## config.mk

```make
export PLATFORM = sky130hd
export DESIGN_NAME = fifo_burst_reader_flat
export DESIGN_NICKNAME = d
export VERILOG_FILES = /design/src/rtl/fifo_burst_reader_pkg.sv /design/src/rtl/fifo_burst_reader_if.sv /design/src/rtl/fifo_burst_reader_skid_buf.sv /design/src/rtl/fifo_burst_reader.sv /design/src/flat_wrapper.sv
export SDC_FILE = /design/constraint.sdc
export NUM_CORES = 1
export LEC_CHECK = 0
export CAP_MARGIN = 30
export CORE_MARGIN = 4
export CORE_UTILIZATION = 35
export CTS_CLUSTER_DIAMETER = 100
export DETAILED_ROUTE_END_ITERATION = 10
export HOLD_SLACK_MARGIN = 0.08
export PLACE_DENSITY = 0.66
export RECOVER_POWER = 50
export SLEW_MARGIN = 0
export SYNTH_ARGS = -nofsm -noshare
export SYNTH_HDL_FRONTEND = slang
export SYNTH_SLANG_ARGS = --single-unit
```

## constraint.sdc

```tcl
create_clock -name clk -period 2.7 [get_ports clk]
set_input_delay 0.27 -clock clk [delete_from_list [all_inputs] [get_ports clk]]
set_output_delay 0.27 -clock clk [all_outputs]
set_load 0.01 [all_outputs]
```

## src/rtl/fifo_burst_reader_pkg.sv

```systemverilog
// rtl/fifo_burst_reader_pkg.sv - shared types and constants for the RSA FIFO read side
// Contents: read-controller state enum, output buffer depth, default widths
// shared with the FIFO write side.
package fifo_burst_reader_pkg;

    typedef enum logic [1:0] {
        IDLE  = 2'd0,
        READ  = 2'd1,
        DRAIN = 2'd2
    } rd_state_t;

    localparam int RD_BUF_DEPTH = 2;

    localparam int DEF_RSA_DW = 8;
    localparam int DEF_LEN_W  = 8;

endpackage

```

## src/rtl/fifo_burst_reader_if.sv

```systemverilog
// rtl/fifo_burst_reader_if.sv - FIFO read port plus output word stream
// Signals: fifo_empty/fifo_rd_en/fifo_data (FIFO read port),
// m_valid/m_data/m_ready (output stream), m_last when FIFO_RD_LAST_EN is defined.
// Modports: master = burst reader side, slave = FIFO plus downstream consumer.
interface fifo_burst_reader_if #(
    parameter int RSA_DW = fifo_burst_reader_pkg::DEF_RSA_DW
);

    logic              fifo_empty;
    logic              fifo_rd_en;
    logic [RSA_DW-1:0] fifo_data;
    logic              m_valid;
    logic [RSA_DW-1:0] m_data;
    logic              m_ready;
`ifdef FIFO_RD_LAST_EN
    logic              m_last;
`endif

    modport master (
        input  fifo_empty,
        output fifo_rd_en,
        input  fifo_data,
        output m_valid,
        output m_data,
`ifdef FIFO_RD_LAST_EN
        output m_last,
`endif
        input  m_ready
    );

    modport slave (
        output fifo_empty,
        input  fifo_rd_en,
        output fifo_data,
        input  m_valid,
        input  m_data,
`ifdef FIFO_RD_LAST_EN
        input  m_last,
`endif
        output m_ready
    );

endinterface

```

## src/rtl/fifo_burst_reader_skid_buf.sv

```systemverilog
// rtl/fifo_burst_reader_skid_buf.sv - 2-entry push/pop word buffer (rsa_skid_buf)
// Ports: clk, sys_rst_n (async, active-low), push/push_data[/push_last],
// pop, head_data[/head_last], head_valid, occ (0..2).
// Optional last bit per entry when FIFO_RD_LAST_EN is defined.
module rsa_skid_buf
    import fifo_burst_reader_pkg::*;
#(
    parameter int DW = DEF_RSA_DW
) (
    input  logic          clk,
    input  logic          sys_rst_n,
    input  logic          push,
    input  logic [DW-1:0] push_data,
`ifdef FIFO_RD_LAST_EN
    input  logic          push_last,
    output logic          head_last,
`endif
    input  logic          pop,
    output logic [DW-1:0] head_data,
    output logic          head_valid,
    output logic [1:0]    occ
);

    logic [DW-1:0] data_q [RD_BUF_DEPTH];
`ifdef FIFO_RD_LAST_EN
    logic          last_q [RD_BUF_DEPTH];
`endif
    logic          wr_ptr;
    logic          rd_ptr;

    // The caller's credit rule keeps push into a full buffer impossible,
    // so occ never needs saturation here.
    always_ff @(posedge clk or negedge sys_rst_n) begin
        if (!sys_rst_n) begin
            for (int i = 0; i < RD_BUF_DEPTH; i++) begin
                data_q[i] <= '0;
`ifdef FIFO_RD_LAST_EN
                last_q[i] <= 1'b0;
`endif
            end
            wr_ptr <= 1'b0;
            rd_ptr <= 1'b0;
            occ    <= 2'd0;
        end else begin
            if (push) begin
                data_q[wr_ptr] <= push_data;
`ifdef FIFO_RD_LAST_EN
                last_q[wr_ptr] <= push_last;
`endif
                wr_ptr <= ~wr_ptr;
            end
            if (pop) begin
                rd_ptr <= ~rd_ptr;
            end
            case ({push, pop})
                2'b10:   occ <= occ + 2'd1;
                2'b01:   occ <= occ - 2'd1;
                default: occ <= occ;
            endcase
        end
    end

    assign head_valid = (occ != 2'd0);
    assign head_data  = data_q[rd_ptr];
`ifdef FIFO_RD_LAST_EN
    assign head_last  = head_valid && last_q[rd_ptr];
`endif

endmodule

```

## src/rtl/fifo_burst_reader.sv

```systemverilog
// rtl/fifo_burst_reader.sv - burst read controller for the RSA data FIFO
// Ports: clk, sys_rst_n (async, active-low), start/len (burst command),
// busy/done (status), bus (fifo_burst_reader_if.master: FIFO read port + output stream).
// Optional macro FIFO_RD_LAST_EN adds m_last on the final word of each burst.
module fifo_burst_reader
    import fifo_burst_reader_pkg::*;
#(
    parameter int RSA_DW = DEF_RSA_DW,
    parameter int LEN_W  = DEF_LEN_W
) (
    input  logic               clk,
    input  logic               sys_rst_n,
    input  logic               start,
    input  logic [LEN_W-1:0]   len,
    output logic               busy,
    output logic               done,
    fifo_burst_reader_if.master bus
);

    rd_state_t         state;
    logic [LEN_W-1:0]  rem;
    logic              inflight;
    logic [1:0]        occ;
    logic              pop;
    logic              credit_ok;
    logic              rd_en;
    logic              drain_done;
    logic [RSA_DW-1:0] head_data;
    logic              head_valid;
`ifdef FIFO_RD_LAST_EN
    logic              inflight_last;
    logic              head_last;
`endif

    assign pop = head_valid && bus.m_ready;

    // Words buffered plus the one in flight, after this cycle's pop, must
    // leave room for the read issued now; its data lands two edges later.
    assign credit_ok = ({1'b0, occ} + {2'b00, inflight}) < (3'(RD_BUF_DEPTH) + {2'b00, pop});

    assign rd_en = (state == READ) && !bus.fifo_empty && (rem != '0) && credit_ok;

    // Look-ahead so done lands in the cycle right after the last pop.
    assign drain_done = !inflight && ((occ == 2'd0) || ((occ == 2'd1) && pop));

    rsa_skid_buf #(
        .DW (RSA_DW)
    ) u_skid_buf (
        .clk        (clk),
        .sys_rst_n  (sys_rst_n),
        .push       (inflight),
        .push_data  (bus.fifo_data),
`ifdef FIFO_RD_LAST_EN
        .push_last  (inflight_last),
        .head_last  (head_last),
`endif
        .pop        (pop),
        .head_data  (head_data),
        .head_valid (head_valid),
        .occ        (occ)
    );

    always_ff @(posedge clk or negedge sys_rst_n) begin
        if (!sys_rst_n) begin
            state    <= IDLE;
            rem      <= '0;
            inflight <= 1'b0;
            busy     <= 1'b0;
            done     <= 1'b0;
`ifdef FIFO_RD_LAST_EN
            inflight_last <= 1'b0;
`endif
        end else begin
            done     <= 1'b0;
            inflight <= rd_en;
`ifdef FIFO_RD_LAST_EN
            inflight_last <= rd_en && (rem == LEN_W'(1));
`endif
            unique case (state)
                IDLE: begin
                    if (start) begin
                        rem <= len;
                        if (len == '0) begin
                            done <= 1'b1;
                        end else begin
                            busy  <= 1'b1;
                            state <= READ;
                        end
                    end
                end
                READ: begin
                    if (rd_en) begin
                        rem <= rem - LEN_W'(1);
                        if (rem == LEN_W'(1)) begin
                            state <= DRAIN;
                        end
                    end
                end
                DRAIN: begin
                    if (drain_done) begin
                        done  <= 1'b1;
                        busy  <= 1'b0;
                        state <= IDLE;
                    end
                end
                default: state <= IDLE;
            endcase
        end
    end

    assign bus.fifo_rd_en = rd_en;
    assign bus.m_valid    = head_valid;
    assign bus.m_data     = head_data;
`ifdef FIFO_RD_LAST_EN
    assign bus.m_last     = head_last;
`endif

endmodule

```

## src/flat_wrapper.sv

```systemverilog
// flat-port wrapper written by rule: the top's interface ports become plain ports
module fifo_burst_reader_flat import fifo_burst_reader_pkg::*;
#(
    parameter int RSA_DW = DEF_RSA_DW,
    parameter int LEN_W  = DEF_LEN_W
)
  (clk, sys_rst_n, start, len, busy, done, bus_fifo_empty, bus_fifo_rd_en, bus_fifo_data, bus_m_valid, bus_m_data, bus_m_ready);
  fifo_burst_reader_if #(.RSA_DW(RSA_DW)) bus_i ();
  input  logic clk;
  input  logic sys_rst_n;
  input  logic start;
  input  logic [LEN_W-1:0] len;
  output logic busy;
  output logic done;
  input wire logic [$bits(bus_i.fifo_empty)-1:0] bus_fifo_empty;
  output wire logic [$bits(bus_i.fifo_rd_en)-1:0] bus_fifo_rd_en;
  input wire logic [$bits(bus_i.fifo_data)-1:0] bus_fifo_data;
  output wire logic [$bits(bus_i.m_valid)-1:0] bus_m_valid;
  output wire logic [$bits(bus_i.m_data)-1:0] bus_m_data;
  input wire logic [$bits(bus_i.m_ready)-1:0] bus_m_ready;
  assign bus_i.fifo_empty = bus_fifo_empty;
  assign bus_fifo_rd_en = bus_i.fifo_rd_en;
  assign bus_i.fifo_data = bus_fifo_data;
  assign bus_m_valid = bus_i.m_valid;
  assign bus_m_data = bus_i.m_data;
  assign bus_i.m_ready = bus_m_ready;
  fifo_burst_reader #(.RSA_DW(RSA_DW), .LEN_W(LEN_W)) u_core (.clk(clk), .sys_rst_n(sys_rst_n), .start(start), .len(len), .busy(busy), .done(done), .bus(bus_i));
endmodule
```

==> flow_summary.ini <==
[detailed_routing]
wl_met2_microns = 1650
top_layer = met4
wl_per_cell_microns = 13.4
viasPerCell = 4.96
ant_nets = 0
dr.first_iter.drc_count = 40
vias = 1345
drt-met1-wl_microns = 1760
dr_wl_met3_microns = 169
dr.pass1.iters = 4
route.detailed.drc = 0
drt_wl_total_microns = 3630

[power]
power.total_mw = 2.55
power_density_nw_per_um2 = 1130
power_leakage_nw = 0.955
max-vdd-ir-drop_mv = 0.457

[cts]
cts_sinks = 33
cts_hold_buffers = 0
clk_path_buf_depth = 2
clk_pin_slew_ns = 0.07
cts_tree = built
h-tree-depth = 2
cts_root_buf = clkbuf_8
cts_buffers = 5
clk_latency_ns = 0.29

[outcome]
status = finished, violations left
violations = capacitance limit, slew limit

[final_layout]
fin_nets = 231
layout-drive-gt1-share_pct = 21.1
fill_cells = 459
antenna_cells = 0
final_util_pct = 47.1
finalNonFillerCells = 271
area_delta_synth_final_pct = 29.0

[floorplan]
rows = 25
ios = 33
initial_core_util_pct = 36.5
die_x_microns = 78.7
dieArea_sq_um = 6190
core_sq_um = 4790
die_h_microns = 78.7

[critical_path]
critPathRequiredTime_ns = 2.43
cp_slowest_cell = dfrtp_1
worstSetupStartpointType = flop
path_buf_inv = 3
worstPathCellList = ha_1 -> or3b_1 -> a2111oi_2 -> buf_4 -> nand2b_1 -> inv_1 -> clkbuf_2
arrival_ns = 2.24
cp_top_family = simple AND/OR/NAND/NOR gates
cp_max_fo = 3
path_class = reg2out
end_kind = primary output
max_stage_delay_ns = 0.40

[logic_synthesis]
yosysTopAreaCell = dfrtp_1
synth_nets = 191
syn-cell-area_sq_um = 1750
avgSynthCellArea_sq_um = 10.7
ys.warnings.count = 0
synth_area_leaders = dfrtp_1, mux2_2, ha_1
synth-seq-cells = 33
syn-instance-count = 163
ys_types = 40
synth.top_cell.area_share_pct = 47.2
ys_seq_area_share_pct = 47.2

[placed_design]
routabilityCongestion = 0.811
port-buffer-count = 32
dp.cells = 263
place_ws_ns = 0.00631
hpwlAfterDp_microns = 2670

[global_route]
grt_pass1_vias = 1390
grt_pass1_wl_microns = 6310
grt_max_degree = 34
antenna_found_initial = 0
grt.overflow.total = 0
grt_usage_pct = 13.2

[sta]
whs_ns = 0.495
finalSetupViolCount = 0
rsz0062_at_grt = no
setup_slack_ns = 0.189
max_freq_ghz = 0.398
hold_viol = 0
skew_ns = 0.00572
slew_viol_final = 34
slew_headroom_pct = -19.0
worstMarginPinSlew_ns = 1.78
period_minus_slack_ns = 2.51
min_period_over_period_pct = 93.0

[hold_path]
hp-class = reg2reg

[flow_run]
cap_violations = 1
-- layout by cell type, fill, tap and decap left out, types with 3 or more instances in the layout --
cell and n:
mux2_2 24, a21oi_1 12, dfrtp_1 33, ha_1 7, nand3_1 3, clkdlybuf4s50_1 30, buf_4 6, nor4_1 3
clkbuf_8 5, nand2_1 12, clkbuf_1 3, inv_1 7, o21ai_0 8, nor2_1 10, nand2b_1 5
-- per-stage QoR --
stage,instance area (sq um),setup TNS (ns)
floorplan,1750,0
global placement,2180,-0.0167
detailed placement,2180,0
CTS,2270,0
global route,2250,0
finish,2250,0
-- cell type report --
type	count	area [sq um]	share of cell area, %
flip-flops and latches	33	826	36.6
multi-input cells	116	868	38.5
inverters	7	26.3	1.17
repair buffers	40	368	16.3
clock inverters	2	10.0	0.444
well taps	67	83.8	3.72
clock buffers	6	72.6	3.22
-- cell usage after synthesis, drive strengths merged --
cell     number
o32ai         1
ha            7
mux2i         1
a31o          1
o31ai         1
nor2         10
a2111oi       1
a2bb2oi       2
mux2         24
nand3         3
and4bb        1
a21oi        12
xnor2         2
or3           1
a22oi         2
o21bai        1
inv           7
or2           1
nor2b         2
o211ai        1
nand2b        5
nand4b        1
o22ai         1
clkbuf        6
a211oi        1
nor4          3
xor2          2
dfrtp        33
o41ai         1
nor3b         1
o21ai        10
nand2        12
a22o          1
nor3          1
a2111o        1
or3b          1
buf           1
and3          1
-- power breakdown --
part | switching (mW) | total, mW | leakage, nW | internal [mW]
Combinational | 0.566 | 1.28 | 0.525 | 0.712
Sequential | 0.180 | 0.906 | 0.385 | 0.726
Clock | 0.183 | 0.361 | 0.0450 | 0.179
Total | 0.929 | 2.55 | 0.955 | 1.62
-- registers in the layout, indices dropped and copies added, names as in the netlist --
name	cells
u_core.busy	1
u_core.u_skid_buf.data_q	16
u_core.rem	8
u_core.inflight	1
u_core.done	1
u_core.u_skid_buf.occ	2
u_core.u_skid_buf.rd_ptr	1
u_core.state	2
u_core.u_skid_buf.wr_ptr	1
-- kinds of logic after synthesis --
kind of cell / synth area share [%]
compound gates: 13.6
buf+inv: 3.44
flops: 47.2
mux: 16.0
xor+xnor: 2.00
fa+ha+maj: 5.01
simple gates: 12.7
-- worst paths after layout --
| kind | startpoint | to | slack [ns] | cells past startpoint |
|---|---|---|---|---|
| hold reg to reg | u_core.u_skid_buf.wr_ptr$_DFFE_PN0P_ | u_core.u_skid_buf.wr_ptr$_DFFE_PN0P_ | 0.50 | 1 |
| setup / recovery | u_core.u_skid_buf.occ[0]$_DFFE_PN0P_ | bus_fifo_rd_en | 0.19 | 7 |
| hold / removal | u_core.u_skid_buf.wr_ptr$_DFFE_PN0P_ | u_core.u_skid_buf.wr_ptr$_DFFE_PN0P_ | 0.50 | 1 |
| setup reg to reg | u_core.u_skid_buf.occ[0]$_DFFE_PN0P_ | u_core.rem[0]$_DFFE_PN0P_ | 0.47 | 7 |
| max in group asynchronous | sys_rst_n | u_core.u_skid_buf.data_q[5]$_DFFE_PN0P_ | 0.68 | 2 |
| min in group asynchronous | sys_rst_n | u_core.u_skid_buf.data_q[15]$_DFFE_PN0P_ | 0.99 | 2 |
-- what timing repair did --
item,4_1_cts,5_1_grt
setup endpoints to repair,1,1
hold endpoints to repair,0,0
resized for setup,3,2
setup buffers,0,0
-- layer usage --
layer | GRT usage (%) | vias to the layer above
met2 | 20.8 | 29
met4 | 5.24 | 0
met1 | 16.8 | 645
met3 | 4.24 | 5
li1 | - | 666
met5 | 0 | -
Note: power is estimated with default switching activity, not from simulation.
